===== config.mk =====
export PLATFORM = sky130hd
export DESIGN_NAME = lsu_mem_initiator_flat
export DESIGN_NICKNAME = d
export VERILOG_FILES = /design/src/rtl/lsu_mem_initiator_pkg.sv /design/src/rtl/lsu_mem_initiator_if.sv /design/src/rtl/lsu_load_assemble.sv /design/src/rtl/lsu_mem_initiator.sv /design/src/flat_wrapper.sv
export SDC_FILE = /design/constraint.sdc
export NUM_CORES = 1
export LEC_CHECK = 0
export BUFFER_PORTS_ARGS = -buffer_cell sky130_fd_sc_hd__clkbuf_2
export CAP_MARGIN = 20
export CELL_PAD_IN_SITES_DETAIL_PLACEMENT = 1
export CELL_PAD_IN_SITES_GLOBAL_PLACEMENT = 2
export CORE_ASPECT_RATIO = 0.5
export CORE_UTILIZATION = 35
export CTS_BUF_LIST = sky130_fd_sc_hd__clkbuf_8
export DETAILED_ROUTE_END_ITERATION = 12
export GPL_TIMING_DRIVEN = 0
export MAX_ROUTING_LAYER = met4
export PLACE_DENSITY_LB_ADDON = 0.1
export SLEW_MARGIN = 15
export SYNTH_ARGS = -nofsm -noshare
export SYNTH_HDL_FRONTEND = slang
export SYNTH_HIERARCHICAL = 1
export SYNTH_SLANG_ARGS = --single-unit

===== constraint.sdc =====
create_clock -name CLK -period 7.9 [get_ports CLK]
set_input_delay 0 -clock CLK [delete_from_list [all_inputs] [get_ports CLK]]
set_output_delay 0 -clock CLK [all_outputs]
set_load 0.01 [all_outputs]

===== src/rtl/lsu_mem_initiator_pkg.sv =====
// Shared constants, FSM encoding and the alignment helper for the load/store initiator.
package lsu_mem_initiator_pkg;

  localparam logic [1:0] SIZE_BYTE  = 2'b00;
  localparam logic [1:0] SIZE_HWORD = 2'b01;
  localparam logic [1:0] SIZE_WORD  = 2'b10;

  typedef enum logic [1:0] {
    ST_IDLE = 2'd0,
    ST_BEAT = 2'd1,
    ST_RESP = 2'd2
  } state_t;

  // Halfwords need addr[0]=0, words (size 10 or 11) need addr[1:0]=0; bytes are always aligned.
  function automatic logic is_misaligned(input logic [1:0] size, input logic [1:0] addr_lo);
    if (size == SIZE_BYTE) begin
      return 1'b0;
    end else if (size == SIZE_HWORD) begin
      return addr_lo[0];
    end else begin
      return |addr_lo;
    end
  endfunction

endpackage


===== src/rtl/lsu_mem_initiator_if.sv =====
// Request/response handshake plus the byte-addressed memory port, bundled for the initiator.
interface lsu_mem_initiator_if;

  logic        req_valid;
  logic        req_ready;
  logic        req_write;
  logic [31:0] req_addr;
  logic [1:0]  req_size;
  logic        req_sign;
  logic [31:0] req_wdata;

  logic        rsp_valid;
  logic        rsp_ready;
  logic [31:0] rsp_rdata;
  logic        rsp_err;

  logic [31:0] mem_addr;
  logic [1:0]  mem_size;
  logic        mem_sign;
  logic [31:0] mem_wdata;
  logic        mem_wen_n;
  logic [31:0] mem_rdata;

  // The initiator itself.
  modport slave (
    input  req_valid, req_write, req_addr, req_size, req_sign, req_wdata,
    input  rsp_ready, mem_rdata,
    output req_ready, rsp_valid, rsp_rdata, rsp_err,
    output mem_addr, mem_size, mem_sign, mem_wdata, mem_wen_n
  );

  // The pipeline and memory surrounding the initiator.
  modport master (
    output req_valid, req_write, req_addr, req_size, req_sign, req_wdata,
    output rsp_ready, mem_rdata,
    input  req_ready, rsp_valid, rsp_rdata, rsp_err,
    input  mem_addr, mem_size, mem_sign, mem_wdata, mem_wen_n
  );

endinterface


===== src/rtl/lsu_load_assemble.sv =====
// Merges one byte beat into the split-load lanes and extends the merged value.
module lsu_load_assemble
  import lsu_mem_initiator_pkg::*;
(
  input  logic [1:0]  size,
  input  logic        sign,
  input  logic [31:0] lanes,
  input  logic [1:0]  idx,
  input  logic [7:0]  byte_in,
  output logic [31:0] merged,
  output logic [31:0] result
);

  // Drop the new byte into lane idx; halfwords extend from bit 15, words pass through.
  always_comb begin
    merged = lanes;
    merged[{idx, 3'b000} +: 8] = byte_in;
    if (size == SIZE_HWORD) begin
      result = {{16{sign & merged[15]}}, merged[15:0]};
    end else begin
      result = merged;
    end
  end

endmodule


===== src/rtl/lsu_mem_initiator.sv =====
// Load/store initiator: one request at a time, aligned accesses in a single memory beat,
// misaligned halfword/word accesses split into byte beats (or rejected).
module lsu_mem_initiator
  import lsu_mem_initiator_pkg::*;
#(
  parameter bit ALLOW_MISALIGNED = 1'b1
) (
  input  logic              CLK,
  input  logic              RST,
  lsu_mem_initiator_if.slave bus
);

  state_t      state, state_n;
  logic        write_q;
  logic [31:0] addr_q;
  logic [1:0]  size_q;
  logic        sign_q;
  logic [31:0] wdata_q;
  logic        split_q;
  logic [1:0]  beat_q;
  logic [1:0]  last_q;
  logic [31:0] lanes_q;
  logic [31:0] rsp_rdata_q;
  logic        rsp_err_q;

  logic        accept;
  logic        mis;
  logic [31:0] merged;
  logic [31:0] assembled;

  assign mis    = is_misaligned(bus.req_size, bus.req_addr[1:0]);
  assign accept = (state == ST_IDLE) && bus.req_valid;

  assign bus.rsp_rdata = rsp_rdata_q;
  assign bus.rsp_err   = rsp_err_q;

  lsu_load_assemble u_assemble (
    .size    (size_q),
    .sign    (sign_q),
    .lanes   (lanes_q),
    .idx     (beat_q),
    .byte_in (bus.mem_rdata[7:0]),
    .merged  (merged),
    .result  (assembled)
  );

  // State register; reset abandons any remaining beats without a response.
  always_ff @(posedge CLK) begin
    if (RST) begin
      state <= ST_IDLE;
    end else begin
      state <= state_n;
    end
  end

  // Next state, handshake outputs and memory port drive; the port idles outside BEAT.
  always_comb begin
    state_n       = state;
    bus.req_ready = 1'b0;
    bus.rsp_valid = 1'b0;
    bus.mem_addr  = 32'd0;
    bus.mem_size  = SIZE_BYTE;
    bus.mem_sign  = 1'b0;
    bus.mem_wdata = 32'd0;
    bus.mem_wen_n = 1'b1;
    case (state)
      ST_IDLE: begin
        bus.req_ready = 1'b1;
        if (bus.req_valid) begin
          state_n = (mis && !ALLOW_MISALIGNED) ? ST_RESP : ST_BEAT;
        end
      end
      ST_BEAT: begin
        bus.mem_wen_n = ~write_q;
        if (split_q) begin
          bus.mem_addr  = addr_q + {30'd0, beat_q};
          bus.mem_wdata = {24'd0, wdata_q[{beat_q, 3'b000} +: 8]};
        end else begin
          bus.mem_addr  = addr_q;
          bus.mem_size  = size_q;
          bus.mem_sign  = sign_q;
          bus.mem_wdata = wdata_q;
        end
        if (beat_q == last_q) begin
          state_n = ST_RESP;
        end
      end
      ST_RESP: begin
        bus.rsp_valid = 1'b1;
        if (bus.rsp_ready) begin
          state_n = ST_IDLE;
        end
      end
      default: state_n = ST_IDLE;
    endcase
  end

  // Request latch, beat counter, lane capture and the held response.
  always_ff @(posedge CLK) begin
    if (RST) begin
      beat_q      <= 2'd0;
      rsp_rdata_q <= 32'd0;
      rsp_err_q   <= 1'b0;
    end else if (accept) begin
      write_q     <= bus.req_write;
      addr_q      <= bus.req_addr;
      size_q      <= bus.req_size;
      sign_q      <= bus.req_sign;
      wdata_q     <= bus.req_wdata;
      split_q     <= mis;
      beat_q      <= 2'd0;
      last_q      <= !mis ? 2'd0 : (bus.req_size == SIZE_HWORD) ? 2'd1 : 2'd3;
      lanes_q     <= 32'd0;
      rsp_rdata_q <= 32'd0;
      rsp_err_q   <= mis && !ALLOW_MISALIGNED;
    end else if (state == ST_BEAT) begin
      beat_q  <= beat_q + 2'd1;
      lanes_q <= merged;
      if (beat_q == last_q) begin
        rsp_rdata_q <= write_q ? 32'd0 : (split_q ? assembled : bus.mem_rdata);
      end
    end
  end

endmodule


===== src/flat_wrapper.sv =====
// flat-port wrapper written by rule: the top's interface ports become plain ports
module lsu_mem_initiator_flat import lsu_mem_initiator_pkg::*;
#(
  parameter bit ALLOW_MISALIGNED = 1'b1
)
  (CLK, RST, bus_req_valid, bus_req_write, bus_req_addr, bus_req_size, bus_req_sign, bus_req_wdata, bus_rsp_ready, bus_mem_rdata, bus_req_ready, bus_rsp_valid, bus_rsp_rdata, bus_rsp_err, bus_mem_addr, bus_mem_size, bus_mem_sign, bus_mem_wdata, bus_mem_wen_n);
  lsu_mem_initiator_if bus_i ();
  input  logic CLK;
  input  logic RST;
  input wire logic [$bits(bus_i.req_valid)-1:0] bus_req_valid;
  input wire logic [$bits(bus_i.req_write)-1:0] bus_req_write;
  input wire logic [$bits(bus_i.req_addr)-1:0] bus_req_addr;
  input wire logic [$bits(bus_i.req_size)-1:0] bus_req_size;
  input wire logic [$bits(bus_i.req_sign)-1:0] bus_req_sign;
  input wire logic [$bits(bus_i.req_wdata)-1:0] bus_req_wdata;
  input wire logic [$bits(bus_i.rsp_ready)-1:0] bus_rsp_ready;
  input wire logic [$bits(bus_i.mem_rdata)-1:0] bus_mem_rdata;
  output wire logic [$bits(bus_i.req_ready)-1:0] bus_req_ready;
  output wire logic [$bits(bus_i.rsp_valid)-1:0] bus_rsp_valid;
  output wire logic [$bits(bus_i.rsp_rdata)-1:0] bus_rsp_rdata;
  output wire logic [$bits(bus_i.rsp_err)-1:0] bus_rsp_err;
  output wire logic [$bits(bus_i.mem_addr)-1:0] bus_mem_addr;
  output wire logic [$bits(bus_i.mem_size)-1:0] bus_mem_size;
  output wire logic [$bits(bus_i.mem_sign)-1:0] bus_mem_sign;
  output wire logic [$bits(bus_i.mem_wdata)-1:0] bus_mem_wdata;
  output wire logic [$bits(bus_i.mem_wen_n)-1:0] bus_mem_wen_n;
  assign bus_i.req_valid = bus_req_valid;
  assign bus_i.req_write = bus_req_write;
  assign bus_i.req_addr = bus_req_addr;
  assign bus_i.req_size = bus_req_size;
  assign bus_i.req_sign = bus_req_sign;
  assign bus_i.req_wdata = bus_req_wdata;
  assign bus_i.rsp_ready = bus_rsp_ready;
  assign bus_i.mem_rdata = bus_mem_rdata;
  assign bus_req_ready = bus_i.req_ready;
  assign bus_rsp_valid = bus_i.rsp_valid;
  assign bus_rsp_rdata = bus_i.rsp_rdata;
  assign bus_rsp_err = bus_i.rsp_err;
  assign bus_mem_addr = bus_i.mem_addr;
  assign bus_mem_size = bus_i.mem_size;
  assign bus_mem_sign = bus_i.mem_sign;
  assign bus_mem_wdata = bus_i.mem_wdata;
  assign bus_mem_wen_n = bus_i.mem_wen_n;
  lsu_mem_initiator #(.ALLOW_MISALIGNED(ALLOW_MISALIGNED)) u_core (.CLK(CLK), .RST(RST), .bus(bus_i));
endmodule

==> results of run 1 <==
-- per-layer routing --
layer  up-vias  wire length [um]  GRT usage (%)
met3        15               956           4.79
met5         -                 0              -
met1      3118             11200           29.8
li1       3117                 -              -
met4         0               242           6.72
met2       121             11500           39.9
-- worst max-delay path, cell delays in order (launching register included) --
cell	delay, ps
dfxtp_1	550
inv_1	100
clkbuf_1	310
fa_1	530
and4b_1	350
and2_0	160
clkbuf_1	340
nand3_1	160
xor2_1	170
nor2_1	150
clkbuf_2	160
-- Yosys cell counts, types with 13 or more instances --
cell type	count
edfxtp_1	103
nor2_1	71
inv_1	28
o21ai_0	27
dfxtp_1	36
xor2_1	17
nand2_1	36
xnor2_1	14
nand2b_1	13
a21oi_1	53
nand3_1	21
and2_1	62
nor3_1	34
a31oi_1	15
clkbuf_1	28
nand4_1	14
mux2i_1	34
buf_4	18
-- power by group --
group | leakage (uW) | switching, uW | internal, uW | total [uW]
registers | 0.00126 | 18.3 | 827 | 846
logic | 0.00268 | 162 | 144 | 306
clock network | 0.000244 | 294 | 434 | 729
-- per-stage QoR --
stage | hold slack [ps] | power (uW)
after global routing | 97.2 | 1960
after global placement | 178 | 1120
final | 83.2 | 1880
after CTS | 48.4 | 1900
after detailed placement | 179 | 1130
after floorplan | 69.1 | 1020
-- what timing repair did --
item / 4_1_cts / 5_1_grt
gates resized for setup: 0 / 0
hold buffers: 96 / 0
hold endpoints to repair: 97 / 0
-- cells by family (layout without fill, tap and decap cells) --
family	after synthesis	in the layout
mux	43	43
fa+ha+maj	8	8
buf+inv	88	423
xor+xnor	31	31
other cells	1	1
flops	139	139
compound gates	109	109
simple gates	288	288
-- state kept, by name, summed over array words and instances, names as in the netlist --
| register | cells |
|---|---|
| u_core/size_q | 2 |
| u_core/split_q | 1 |
| u_core/sign_q | 1 |
| u_core/bus.rsp_rdata | 32 |
| u_core/write_q | 1 |
| u_core/addr_q | 32 |
| u_core/lanes_q | 32 |
| u_core/state | 2 |
| u_core/last_q | 2 |
| u_core/beat_q | 2 |
| u_core/wdata_q | 32 |
-- layout make-up --
cell class                 count  area [sq um]  share of cell area (%)
multi-input combinational    480          2960                    29.4
clock inverter                14           250                    2.48
clock buffer                  17           234                    2.32
tap                          266           333                    3.30
sequential                   139          3810                    37.9
buffer                        60           320                    3.18
inverter                      28           105                    1.04
timing repair buffer         304          2050                    20.4
-- worst min-delay path by stage --
stage                         endpoint              start  slack [ps]
finish               u_core/lanes_q[7]   bus_mem_rdata[7]          80
global route         u_core/lanes_q[1]   bus_mem_rdata[1]         100
CTS                  u_core/lanes_q[7]   bus_mem_rdata[7]          50
detailed placement   u_core/addr_q[28]   bus_req_addr[28]         180
global placement    u_core/wdata_q[26]  bus_req_wdata[26]         180
floorplan              u_core/state[1]                RST          70
==> flow_summary.ini, run 1 <==
[global_route]
grt_pass1_vias = 6508
grt_pass1_wl_um = 36400
antenna_found_initial = 0
grt_max_degree = 30
grt_use_total_pct = 23.9
grt_overflow_total = 0

[timing]
relSlewSlack_pct = 46.2
max_freq_ghz = 0.290
maxSlewViolCount = 0
setup_tns_ps = 0
worst_slack_ps = 4450
clock_skew_ps = 11.5
rsz0062_at_grt = false
finalCritPeriodShare_pct = 43.7
hold_viol = 0
finalSetupViolations = 0
fin_crit_ps = 3450
tightest_slew_ps = 804

[synth]
synth-seq-cells = 139
synth.mux.area_fraction_pct = 6.15
yosysSeqAreaShare_pct = 53.1
ys_top_cells_by_area = edfxtp_1 43%, dfxtp_1 10%, and2_1 5.4%, mux2i_1 4.7%, nor2_1 3.7%
synth_edf_count = 103
synthXorXnorAreaFrac_pct = 3.78
synth_top_area_share_pct = 43.1
synth_top_family_by_area = simple AND/OR/NAND/NOR gates
synth_ff_type = edfxtp_1
yosys.cell_types.count = 45
synth.avg_cell_area_sq_um = 10.2
synth_compound_area_share_pct = 8.41
syn_nets = 819
ys_warn_count = 6
yosysTopAreaCell = edfxtp_1
netlist_instances = 707
syn_area_sq_um = 7180
ys_async_sr_fraction_pct = 0
synthSimpleGateAreaFrac_pct = 21.1
synth_fa_ha_area_share_pct = 1.50

[critical_path]
rr_endpoint = u_core/bus.rsp_rdata[28]
start_kind = flip-flop
r2r.worst_path.cells = 10
crit_fanout = 10
end_kind = output port
worst_ep_required_time_ps = 7900
critPathLaunch = u_core/beat_q[1]
crit_arrival_ps = 3450
rr_startpoint = u_core/beat_q[0]
worstSetupEndpoint = bus_mem_addr[10]
rrSetupSlack_ps = 5100
worstSetupPathType = reg2out

[route]
via_per_inst = 4.87
ant_nets = 0
drc = 0
dr.pass1.iters = 4
finalWirelength_um = 23800
vias = 6371
first_iter_violations = 232
wl_per_cell_um = 18.2

[clock_tree]
cts_tree = done
clockBufferDepth = 2
clock-sinks = 139
cts_setup_buffers = 0
cts_root_buffer = clkbuf_8
cts_max_level = 4
worstSkewPairLatency_ps = 480
cts_buffers = 17
clkTransAtPathRegs_ps = 80

[layout]
final_common_cell = clkbuf_2
utilization_pct = 50.9
stdcell_count = 1308
mostFrequentLayoutCells = 205 x clkbuf_2, 103 x edfxtp_1, 96 x dlygate4sd3_1, 70 x nor2_1, 62 x and2_1
num_antenna_cells = 0
drive_above_1_share_pct = 27.5
fill_cells = 2323
final_cell_area_sq_um = 10100
syn_to_final_growth_pct = 40.2
fin_nets = 1142

[floorplan]
initial_core_util_pct = 36.3
die_area_sq_um = 21100
die_w_um = 205
die_h_um = 103
pin_count = 207
std_cell_rows = 36
core_sq_um = 19800

[pwr]
p_leak_uw = 0.00418
power_density_nw_per_um2 = 187
ir_worst_vdd_v = 0.000131

[placement]
dpl-instance-area_sq_um = 8630
place.gp.congestion = 0.844
pre_cts_slack_ps = 4900
placed_cells = 1181
hpwl_um = 16700
port_buffers = 205

[run]
cap_violations = 0

[worst_hold_path]
hp-class = in2reg
worstHoldPathCells = 4

[outcome]
outcome = finished clean
Note: power is estimated with default switching activity, not from simulation.
==> run 2, diff against run 1 <==
--- a/config.mk
+++ b/config.mk
@@ -10,7 +10,7 @@
 export CELL_PAD_IN_SITES_DETAIL_PLACEMENT = 1
 export CELL_PAD_IN_SITES_GLOBAL_PLACEMENT = 2
 export CORE_ASPECT_RATIO = 0.5
-export CORE_UTILIZATION = 35
+export CORE_UTILIZATION = 33
 export CTS_BUF_LIST = sky130_fd_sc_hd__clkbuf_8
 export DETAILED_ROUTE_END_ITERATION = 12
 export GPL_TIMING_DRIVEN = 0
==> constraint.sdc (replaced) <==
create_clock -name CLK -period 3.6 [get_ports CLK]
set_input_delay 0 -clock CLK [delete_from_list [all_inputs] [get_ports CLK]]
set_output_delay 0 -clock CLK [all_outputs]
set_load 0.01 [all_outputs]
==> flow_summary.ini, run 2 (synthesized netlist as in run 1, its figures left out) <==
[global_route]
grt_overflow_total = 0
met3_usage_pct = 4.93
grt_pass1_wl_um = 37000
antenna_found_initial = 0
grt_use_met1_pct = 28.8
grt_busiest_layer = met2
grt_use_total_pct = 22.6
grt_max_degree = 24
grt_pass1_vias = 6584
use_met2_pct = 36.9

[timing]
finalCritPeriodShare_pct = 93.2
hold_ws_ps = 69.1
maxSlewViolCount = 0
tightest_slew_ps = 771
setup_tns_ps = 0
fin_crit_ps = 3350
finalSetupViolations = 0
worst_slack_ps = 247
relSlewSlack_pct = 48.4
rsz0062_at_grt = false
clock_skew_ps = 15.1
hold_viol = 0
max_freq_ghz = 0.298

[layout]
fin_nets = 1142
drive_above_1_share_pct = 27.9
mostFrequentLayoutCells = 205 x clkbuf_2, 103 x edfxtp_1, 95 x dlygate4sd3_1, 70 x nor2_1, 62 x and2_1
syn_to_final_growth_pct = 40.1
num_antenna_cells = 0
final_common_cell = clkbuf_2

[pwr]
ir_worst_vdd_v = 0.000177
p_leak_uw = 0.00414
power_density_nw_per_um2 = 386
p_total_uw = 3890

[critical_path]
cp.depth = 10
worst_ep_required_time_ps = 3600
end_kind = output port
critPathTopFamily = buffers and inverters
worstSetupPathType = reg2out
start_kind = flip-flop
path_buf_inv = 4
max_stage_delay_ps = 550
crit_slowest_cell = dfxtp_1
crit_arrival_ps = 3350
r2r.worst_path.cells = 6
path_cells = inv_1 -> clkbuf_1 -> fa_1 -> and4b_1 -> and2_0 -> buf_1 -> nand2_1 -> xor2_1 -> nor2_1 -> clkbuf_2
crit_fanout = 10

[clock_tree]
cts_buffers = 17
cts_tree = done
clkTransAtPathRegs_ps = 80
cts_max_level = 4
worstSkewPairLatency_ps = 480
clock-sinks = 139
clockBufferDepth = 2
cts_root_buffer = clkbuf_8

[route]
first_iter_violations = 289
ant_nets = 0
via_per_inst = 4.76
vias = 6348
finalWirelength_um = 23600
dr.pass1.iters = 5
wl_per_cell_um = 17.7
drc = 0

[run]
cap_violations = 0

[floorplan]
die_area_sq_um = 22400
core_sq_um = 20900
std_cell_rows = 37
die_h_um = 106
die_w_um = 211
pin_count = 207
initial_core_util_pct = 34.3

[outcome]
outcome = finished clean

[placement]
port_buffers = 205
hpwl_um = 16900
pre_cts_slack_ps = 745
place.gp.congestion = 0.817

[worst_hold_path]
hp-class = in2reg
worstHoldPathCells = 4
run 2: cell count changes in the layout (fill, tap and decap cells not counted), sizes merged:
| cell | previous run | this run |
|---|---|---|
| bufinv | 7 | 3 |
| clkbuf | 250 | 249 |
| dlygate4sd3 | 96 | 95 |
| inv | 28 | 29 |
| clkinvlp | 0 | 6 |
| buf | 35 | 37 |
| clkinv | 7 | 5 |
run 2: final timing paths:
path	from	to	slack, ps
worst max-delay path	u_core/beat_q[1]	bus_mem_addr[6]	250
worst min-delay path	bus_mem_rdata[7]	u_core/lanes_q[7]	70
worst max register to register	u_core/beat_q[1]	u_core/state[1]	1050
worst min register to register	u_core/bus.rsp_rdata[24]	u_core/bus.rsp_rdata[24]	490
run 2: power breakdown:
group,leakage (uW),total [uW],internal [uW],switching [uW]
clock,0.000188,1360,681,678
combinational,0.00269,674,320,355
sequential,0.00126,1850,1820,39.5
total,0.00414,3890,2820,1070
run 2: per-stage QoR:
stage                     cell area [sq um]  std cells  util (%)
after CTS                             10100       1335      48.1
after global placement                 8580       1204      41.0
final                                 10100       1335      48.1
after floorplan                        7190        707         -
after detailed placement               8700       1208      41.6
after global routing                  10100       1335      48.1
run 2: area by class of cell:
| class | instances | area (sq um) |
|---|---|---|
| repair buffers | 304 | 2090 |
| plain buffers | 60 | 320 |
| multi-input cells | 480 | 2960 |
| clock inverters | 15 | 175 |
| inverters | 28 | 105 |
| clock buffers | 17 | 234 |
| flip-flops and latches | 139 | 3810 |
| fillers | 2449 | 10900 |
| well taps | 292 | 365 |
run 2: repair_timing:
| item | CTS | global route |
|---|---|---|
| hold buffers | 95 | 0 |
| gates resized for setup | 0 | 2 |
| setup endpoints to repair | 0 | 5 |
| setup buffers | 0 | 0 |
| endpoints found under the hold margin | 120 | 0 |
run 2: per-layer routing:
layer,vias up,part of all wire (%)
li1,3103,-
met1,3101,48
met2,136,48
met3,8,3.5
met4,0,0.60
met5,-,0
run 2: tightest hold or removal path: cells and delay by family:
family	cells	cell delay, ps
compound gates	1	90
buf+inv	1	160
simple gates	2	190
